**src/rtl/scratch_mem_arbiter.sv**
```systemverilog
// scratch_mem_arbiter
//   Round-robin arbiter sharing the single-port scratch memory among three
//   requesters (0 = histogram builder, 1 = CDF accumulator, 2 = divider
//   memory controller). Registers the winning command onto the memory port,
//   tracks reads through the fixed memory latency and returns read data with
//   a per-requester valid strobe. A lock keeps one requester in front for
//   paired accesses.
// Ports
//   clk, reset          clock, async active-high reset
//   req/req_we/req_lock per-requester request, write flag, lock
//   req_addr/req_wdata  per-requester command, slice i = requester i
//   gnt                 combinational one-hot grant
//   rd_valid/rd_data    registered read return
//   mem_*               registered memory command, mem_rdata return
//   busy                access issued or read in flight
module scratch_mem_arbiter #(
   parameter int ADDR_W = 16,
   parameter int DATA_W = 32,
   parameter int RD_LAT = 2
) (
   input  logic                clk,
   input  logic                reset,
   input  logic [2:0]          req,
   input  logic [2:0]          req_we,
   input  logic [2:0]          req_lock,
   input  logic [3*ADDR_W-1:0] req_addr,
   input  logic [3*DATA_W-1:0] req_wdata,
   output logic [2:0]          gnt,
   output logic [2:0]          rd_valid,
   output logic [DATA_W-1:0]   rd_data,
   output logic                mem_en,
   output logic                mem_we,
   output logic [ADDR_W-1:0]   mem_addr,
   output logic [DATA_W-1:0]   mem_wdata,
   input  logic [DATA_W-1:0]   mem_rdata,
   output logic                busy
);

   function automatic logic [1:0] nxt3(input logic [1:0] x);
      return (x == 2'd2) ? 2'd0 : x + 2'd1;
   endfunction

   logic [1:0]  last_q, last_d;
   logic        lock_vld_q, lock_vld_d;
   logic [1:0]  lock_id_q, lock_id_d;
   logic [1:0]  win, p1, p2;
   logic        xfer, lock_hold;

   logic [RD_LAT:0]      vld_pipe_q;
   logic [RD_LAT:0][1:0] id_pipe_q;
   logic [2:0]           rd_valid_q;
   logic [DATA_W-1:0]    rd_data_q;
   logic                 mem_en_q, mem_we_q;
   logic [ADDR_W-1:0]    mem_addr_q;
   logic [DATA_W-1:0]    mem_wdata_q;

   // Grant: lock owner first while it still requests, else rotate from last.
   always_comb begin
      gnt       = '0;
      win       = last_q;
      p1        = nxt3(last_q);
      p2        = nxt3(p1);
      lock_hold = lock_vld_q & req[lock_id_q];
      if (lock_hold)          win = lock_id_q;
      else if (req[p1])       win = p1;
      else if (req[p2])       win = p2;
      else                    win = last_q;
      if (!reset && req[win]) gnt[win] = 1'b1;
      xfer = |gnt;
   end

   // A transfer re-arms or drops the lock according to the winner's lock bit;
   // an owner that stops requesting loses the lock immediately. last only
   // advances when the lock was not steering the grant.
   always_comb begin
      last_d     = last_q;
      lock_vld_d = lock_vld_q;
      lock_id_d  = lock_id_q;
      if (xfer) begin
         if (!lock_hold) last_d = win;
         lock_vld_d = req_lock[win];
         lock_id_d  = win;
      end else if (lock_vld_q && !req[lock_id_q]) begin
         lock_vld_d = 1'b0;
      end
   end

   always_ff @(posedge clk or posedge reset) begin
      if (reset) begin
         last_q      <= 2'd2;
         lock_vld_q  <= 1'b0;
         lock_id_q   <= 2'd0;
         mem_en_q    <= 1'b0;
         mem_we_q    <= 1'b0;
         mem_addr_q  <= '0;
         mem_wdata_q <= '0;
         vld_pipe_q  <= '0;
         id_pipe_q   <= '0;
         rd_valid_q  <= '0;
         rd_data_q   <= '0;
      end else begin
         last_q     <= last_d;
         lock_vld_q <= lock_vld_d;
         lock_id_q  <= lock_id_d;
         // address/wdata hold between transfers
         mem_en_q   <= xfer;
         mem_we_q   <= xfer & req_we[win];
         if (xfer) begin
            mem_addr_q  <= req_addr[win*ADDR_W +: ADDR_W];
            mem_wdata_q <= req_wdata[win*DATA_W +: DATA_W];
         end
         // stage 0 lines up with mem_en; stage RD_LAT with valid mem_rdata
         vld_pipe_q <= {vld_pipe_q[RD_LAT-1:0], xfer & ~req_we[win]};
         id_pipe_q  <= {id_pipe_q[RD_LAT-1:0], win};
         rd_valid_q <= '0;
         if (vld_pipe_q[RD_LAT]) begin
            rd_valid_q[id_pipe_q[RD_LAT]] <= 1'b1;
            rd_data_q                     <= mem_rdata;
         end
      end
   end

   assign rd_valid  = rd_valid_q;
   assign rd_data   = rd_data_q;
   assign mem_en    = mem_en_q;
   assign mem_we    = mem_we_q;
   assign mem_addr  = mem_addr_q;
   assign mem_wdata = mem_wdata_q;
   assign busy      = mem_en_q | (|vld_pipe_q);

endmodule

```
**config.mk**
```make
export PLATFORM = sky130hd
export DESIGN_NAME = scratch_mem_arbiter
export DESIGN_NICKNAME = d
export VERILOG_FILES = /design/src/rtl/scratch_mem_arbiter.sv
export SDC_FILE = /design/constraint.sdc
export NUM_CORES = 1
export LEC_CHECK = 0
export CAP_MARGIN = 25
export CORE_MARGIN = 4
export CORE_UTILIZATION = 39
export CTS_CLUSTER_DIAMETER = 150
export DETAILED_ROUTE_END_ITERATION = 12
export MAX_ROUTING_LAYER = met4
export PLACE_DENSITY_LB_ADDON = 0.12
export REMOVE_ABC_BUFFERS = 1
export SLEW_MARGIN = 20
export SYNTH_ARGS = -nofsm -noshare
export SYNTH_HDL_FRONTEND = slang
export SYNTH_SLANG_ARGS = --single-unit
export TNS_END_PERCENT = 5
```
**constraint.sdc**
```tcl
create_clock -name clk -period 4.4 [get_ports clk]
set_input_delay 0.66 -clock clk [delete_from_list [all_inputs] [get_ports clk]]
set_output_delay 0.66 -clock clk [all_outputs]
set_load 0.02 [all_outputs]
```
==> results by group, run 1 <==
Run status
  – Status: finished clean

Critical path
  – Worst Setup End Kind: primary output
  – Critical Path Start: req[1]
  – CP max FO: 31
  – Data arrival time of the critical path: 3.33 ns
  – Worst endpoint required time: 3.74 ns
  – CP Class: input port to primary output
  – R2R Path Start: last_q[1]
  – CP Launch Type: input port

Logic synthesis
  – Synth area leader: dfrtp_1
  – Synth Area in Adders: 0
  – Number of synthesized register bits: slightly below 100
  – Synth cell types: 41
  – Syn_area_per_cell: 13.5 um2
  – Xor and xnor area share after synthesis: 0
  – Synth area leaders: dfrtp_1 (51%), mux2_2 (12%), mux2i_1 (11%)
  – Largest family of logic cells by synthesized area: multiplexers
  – Share of the synthesized area in the top cell type: 0.509
  – Post-Syn Area: 4820 um2
  – Seq/Total Area, Yosys: 0.515
  – Multiplexer share of the synthesized area: 0.300
  – Simple-gate portion of the synthesized area: 0.0314
  – Post-synthesis compound-gate area fraction: 0.123
  – Cells after Synth: 357
  – Synthesis Warnings: 0

Job
  – Max Cap Viol: 0

STA
  – Fin Hold WS: 0.342 ns
  – Setup Skew: between 0.006 and 0.007 ns
  – Slew @ Worst Pin: 0.812 ns
  – Setup TNS: 0 ns
  – Final Hold Viols: 0
  – RSZ-0062 raised after global routing: no
  – Setup-failing EPs final: 0
  – Fmax: 251 MHz
  – Relative slew slack: 0.457
  – Crit path time final: between 3 and 4 ns
  – Final period utilization: 0.906
  – Final Max Tran Viols: 0

Cells and area
  – Reg area: ~2500 um2
  – Post-route cell area: 8070 um2
  – Multi-input logic area: 2200 um2
  – Layout area overhead: 67.5%
  – Post-layout net count: 811
  – N_diodes: 0
  – Fillers: 925
  – Non-Filler Instances: 797
  – Layout cells sized above 1: 0.130

Placement
  – Dpl cells: 781
  – DP Area: ~7700 um2
  – Final HPWL DP: 10.8 mm
  – GPL Wtd Cong: 0.809
  – Port bufs: 275

Floorplanning
  – Rows: 40
  – CORE AREA: 12,100 um2
  – Die Footprint: 14,200 um2
  – Boundary pin count: 276
  – Die extent in y: 119 um
  – Initial Utilization: 0.399
  – Die W: 119 um

Clock network
  – Clock sink total: 99
  – Num CTS Buffers: 9
  – H-tree Lvls: 3
  – Reg clk slew, reported paths: 0.06 ns
  – TritonCTS clock tree: built
  – Post-CTS sizing: 0
  – Post-CTS setup buffers: 0
  – Hold-fix buffer count after cts: 0
  – Clock Latency Late Sink: 0.34 ns
  – Clk buf depth: 2
  – Root Buffer: clkbuf_16

Min path
  – HP Class: register to register
  – Hold wc startpoint: id_pipe_q[2]

Global routing
  – First-pass GRT wire length: 22.0 mm
  – Largest net degree at the start of global routing: 85
  – Vias in the first global route: around 4,300
  – Congestion Overflow GR: 0
  – Total GRT Usage: 0.201
  – Initial antenna violation count: 0

Pwr
  – Standby leakage power: around 0.0033 uW
  – P per Cell Area: 666 nW/um2
  – Max IR drop VDD: 0.288 mV

Route
  – DRT iter0 DRCs: approximately 170
  – Post-Route WL: 13.9 mm
  – Routed len/inst: around 17 um
  – Wl on met1: 5.49 mm
  – Top sig layer: met4
  – Routed wl met3: 1.22 mm
  – Vias per inst: 5.01
  – First-pass detailed-route iteration total: 4
  – # DRC: 0
  – Routed via count: roughly 4,000
  – ANT nets after route: 0
  – DR WL met2: 6.95 mm
==> cells in the mapped netlist (all sizes together) <==
cell,instances
mux2,81
a31oi,1
o2bb2ai,50
o32a,1
nor3,2
mux2i,53
dfrtp,98
nand4bb,2
or4,1
o31ai,2
o31a,1
dfstp,1
nand3,1
a211o,1
a21oi,2
nor4,1
nor2,2
a22o,1
a2111o,1
o311a,1
buf,14
o21ai,7
nor4bb,1
nand4b,2
or3,1
and2,1
inv,5
and3b,1
nand2,3
clkbuf,13
nor3b,1
nand2b,2
nor2b,2
a22oi,1
==> registers in the layout, summed over array words and instances, names as in the netlist, 2 cells and up <==
register    count
mem_wdata      32
rd_data        32
mem_addr       16
id_pipe_q       6
rd_valid        3
vld_pipe_q      3
last_q          2
lock_id_q       2
==> through the flow <==
step / worst slack, ns / util / total power [uW]
floorplan: -2.07 / - / 3280
global placement: 0.478 / 0.642 / 4530
detailed placement: 0.430 / 0.642 / 4600
CTS: 0.403 / 0.668 / 5450
global route: 0.254 / 0.669 / 5700
finish: 0.412 / 0.669 / 5370
==> worst max-delay path, stage by stage <==
cell,delay (ns)
clkdlybuf4s50_1,0.53
nor2b_1,0.22
o32a_1,0.22
o21ai_4,0.65
nor4bb_1,0.38
clkdlybuf4s50_1,0.66
==> placed cells by master (no fill, tap or decap), types with 2 or more instances in the layout <==
| cell type | n |
|---|---|
| nor2_1 | 2 |
| nand2b_1 | 2 |
| inv_1 | 3 |
| o21ai_0 | 3 |
| clkbuf_8 | 4 |
| dfrtp_1 | 98 |
| nand4bb_1 | 2 |
| o2bb2ai_1 | 50 |
| a21oi_1 | 2 |
| o31ai_4 | 2 |
| nor2b_1 | 2 |
| mux2_2 | 51 |
| nand2_1 | 3 |
| mux2_1 | 30 |
| mux2i_1 | 53 |
| nand4b_1 | 2 |
| o21ai_1 | 3 |
| buf_4 | 7 |
| clkdlybuf4s50_1 | 275 |
| clkbuf_16 | 9 |
| nor3_1 | 2 |
==> logic make-up (layout without fill, tap and decap cells) <==
group / Yosys count / count (layout)
AND/OR/NAND/NOR: 23 / 23
buffers and inverters: 32 / 304
AO/OA/AOI/OAI: 69 / 69
multiplexers: 134 / 134
flip-flops: 99 / 99
==> report_power, final <==
part           total (uW)  internal [uW]  switching [uW]
combinational        2970           1510            1460
clock                 818            502             315
sequential           1580           1360             227
total                5370           3370            2000
==> worst paths after layout <==
check | end | slack [ns] | depth (start not counted)
worst min-delay path | id_pipe_q[4] | 0.34 | 0
min in group asynchronous | lock_id_q[1] | 1.15 | 2
worst max-delay path | gnt[2] | 0.41 | 6
worst min register to register | id_pipe_q[4] | 0.34 | 0
max in group asynchronous | rd_data[0] | 2.54 | 3
worst max register to register | mem_addr[9] | 1.29 | 8
==> layout make-up <==
type                       count  share of cell area
clock inverter                 3             0.00543
sequential                    99               0.307
timing repair buffer         283               0.350
multi-input combinational    226               0.273
clock buffer                  13              0.0348
tap                          168              0.0261
inverter                       5             0.00295
==> routing by layer <==
metal,global-route usage,vias up
li1,-,1893
met1,0.227,1891
met4,0.0587,0
met5,-,-
met3,0.0660,18
met2,0.340,187
(Power assumes the default switching activity.)
==> inputs of run 2 (changes only) <==
--- a/config.mk
+++ b/config.mk
@@ -7,7 +7,7 @@
 export LEC_CHECK = 0
 export CAP_MARGIN = 25
 export CORE_MARGIN = 4
-export CORE_UTILIZATION = 39
+export CORE_UTILIZATION = 42
 export CTS_CLUSTER_DIAMETER = 150
 export DETAILED_ROUTE_END_ITERATION = 12
 export MAX_ROUTING_LAYER = met4
==> constraint.sdc (replaced) <==
create_clock -name clk -period 4.6 [get_ports clk]
set_input_delay 0.69 -clock clk [delete_from_list [all_inputs] [get_ports clk]]
set_output_delay 0.69 -clock clk [all_outputs]
set_load 0.02 [all_outputs]
==> results by group, run 2 (synthesized netlist as in run 1, its figures left out) <==
Global routing
  – Total GRT Usage: 0.227
  – Largest net degree at the start of global routing: 51
  – First-pass GRT wire length: approximately 22 mm
  – Vias in the first global route: 4,406
  – Initial antenna violation count: 1
  – Congestion Overflow GR: 0

Cells and area
  – Post-layout net count: 812
  – Commonest non-fill, non-tap cell in the layout: clkdlybuf4s50_1
  – Layout area overhead: 67.4%
  – Most frequent cells in the layout: clkdlybuf4s50_1 (275), dfrtp_1 (98), mux2i_1 (53), mux2_2 (51), o2bb2ai_1 (50)
  – Post-route cell area: about 8000 um2
  – Layout cells sized above 1: 0.132

STA
  – Final Hold Viols: 0
  – Fin Hold WS: 0.351 ns
  – Final Max Tran Viols: 0
  – Setup-failing EPs final: 0
  – Crit path time final: between 4 and 5 ns
  – Final period utilization: 0.874
  – Setup Skew: 0.00426 ns
  – Fmax: around 250 MHz
  – PnR worst setup slack: 0.582 ns
  – RSZ-0062 raised after global routing: no
  – Slew @ Worst Pin: between 0.7 and 0.8 ns
  – Setup TNS: 0 ns
  – Relative slew slack: 0.471

Floorplanning
  – Die Footprint: 13,200 um2
  – Die W: 115 um
  – CORE AREA: 11,000 um2
  – Initial Utilization: 0.437
  – Boundary pin count: approximately 280
  – Die extent in y: 115 um
  – Rows: 38

Placement
  – Port bufs: 275
  – GPL Wtd Cong: 0.803
  – Final HPWL DP: ~12 mm
  – Pre-CTS WS: 0.438 ns
  – DP Area: approximately 7700 um2

Critical path
  – CP Class: input port to primary output
  – CP Launch Type: input port
  – Worst Setup End Kind: primary output
  – Worst endpoint required time: 3.91 ns
  – CP max FO: 30
  – Data arrival time of the critical path: 3.33 ns

Pwr
  – Total power: 5210 uW
  – Standby leakage power: approximately 0.0033 uW
  – Max IR drop VDD: 0.614 mV
  – P per Cell Area: 647 nW/um2

Clock network
  – Hold-fix buffer count after cts: 0
  – Post-CTS setup buffers: 0
  – Reg clk slew, reported paths: 0.07 ns
  – Clock sink total: 99
  – H-tree Lvls: 3
  – Clk buf depth: 2
  – Root Buffer: clkbuf_16
  – Post-CTS sizing: 0
  – TritonCTS clock tree: built
  – Num CTS Buffers: 9
  – Clock Latency Late Sink: roughly 0.34 ns

Route
  – Routed len/inst: 18.9 um
  – DRT iter0 DRCs: 162
  – # DRC: 0
  – ANT nets after route: 0
  – Vias per inst: roughly 5.2
  – First-pass detailed-route iteration total: 4
  – Post-Route WL: 14.5 mm
  – Routed via count: 4,013

Run status
  – Status: finished clean

Job
  – Max Cap Viol: 0

Min path
  – HP Class: register to register
-- run 2: cell count changes in the layout (fill, tap and decap cells not counted) --
cell / delta
buf_4: +1
bufinv_16: +2
clkbuf_8: -4
clkinv_4: -1
clkinvlp_4: +1
diode_2: +1
inv_4: +1
inv_8: +1
-- run 2: metal layers --
layer,wire [um],global-route usage
met1,5370,0.251
met2,7460,0.381
met3,1270,0.0632
met4,438,0.0994
met5,0,-
-- run 2: report_power, final --
part | internal, uW | total (uW) | switching, uW
Sequential | 1300 | 1520 | 220
Combinational | 1450 | 2830 | 1380
Clock | 536 | 861 | 325
-- run 2: path summary, 6_finish.rpt --
check	from	endpoint	slack [ns]	cells past startpoint
worst min register to register	id_pipe_q[3]	id_pipe_q[5]	0.35	0
worst max-delay path	req[1]	gnt[2]	0.58	6
min in group asynchronous	reset	lock_id_q[1]	1.08	2
worst min-delay path	id_pipe_q[3]	id_pipe_q[5]	0.35	0
max in group asynchronous	reset	mem_addr[15]	2.75	3
worst max register to register	last_q[1]	mem_wdata[0]	1.44	8
-- run 2: metrics by stage --
step	util	std cells
after floorplan	-	330
after global placement	0.697	753
after detailed placement	0.697	753
after CTS	0.729	769
after global routing	0.731	771
final	0.731	771
-- run 2: cell type report --
cell class	count	area, um2
clock buffers	9	225
flip-flops and latches	99	2480
fillers	801	2970
multi-input cells	226	2200
well taps	140	175
diodes	1	2.50
inverters	5	21.3
repair buffers	284	2830
clock inverters	7	123
-- run 2: worst max-delay path, stage by stage --
cell and delay (ns):
clkdlybuf4s50_1 0.55, nor2b_1 0.23, o32a_1 0.21, o21ai_4 0.63, nor4bb_1 0.36, clkdlybuf4s50_1 0.66
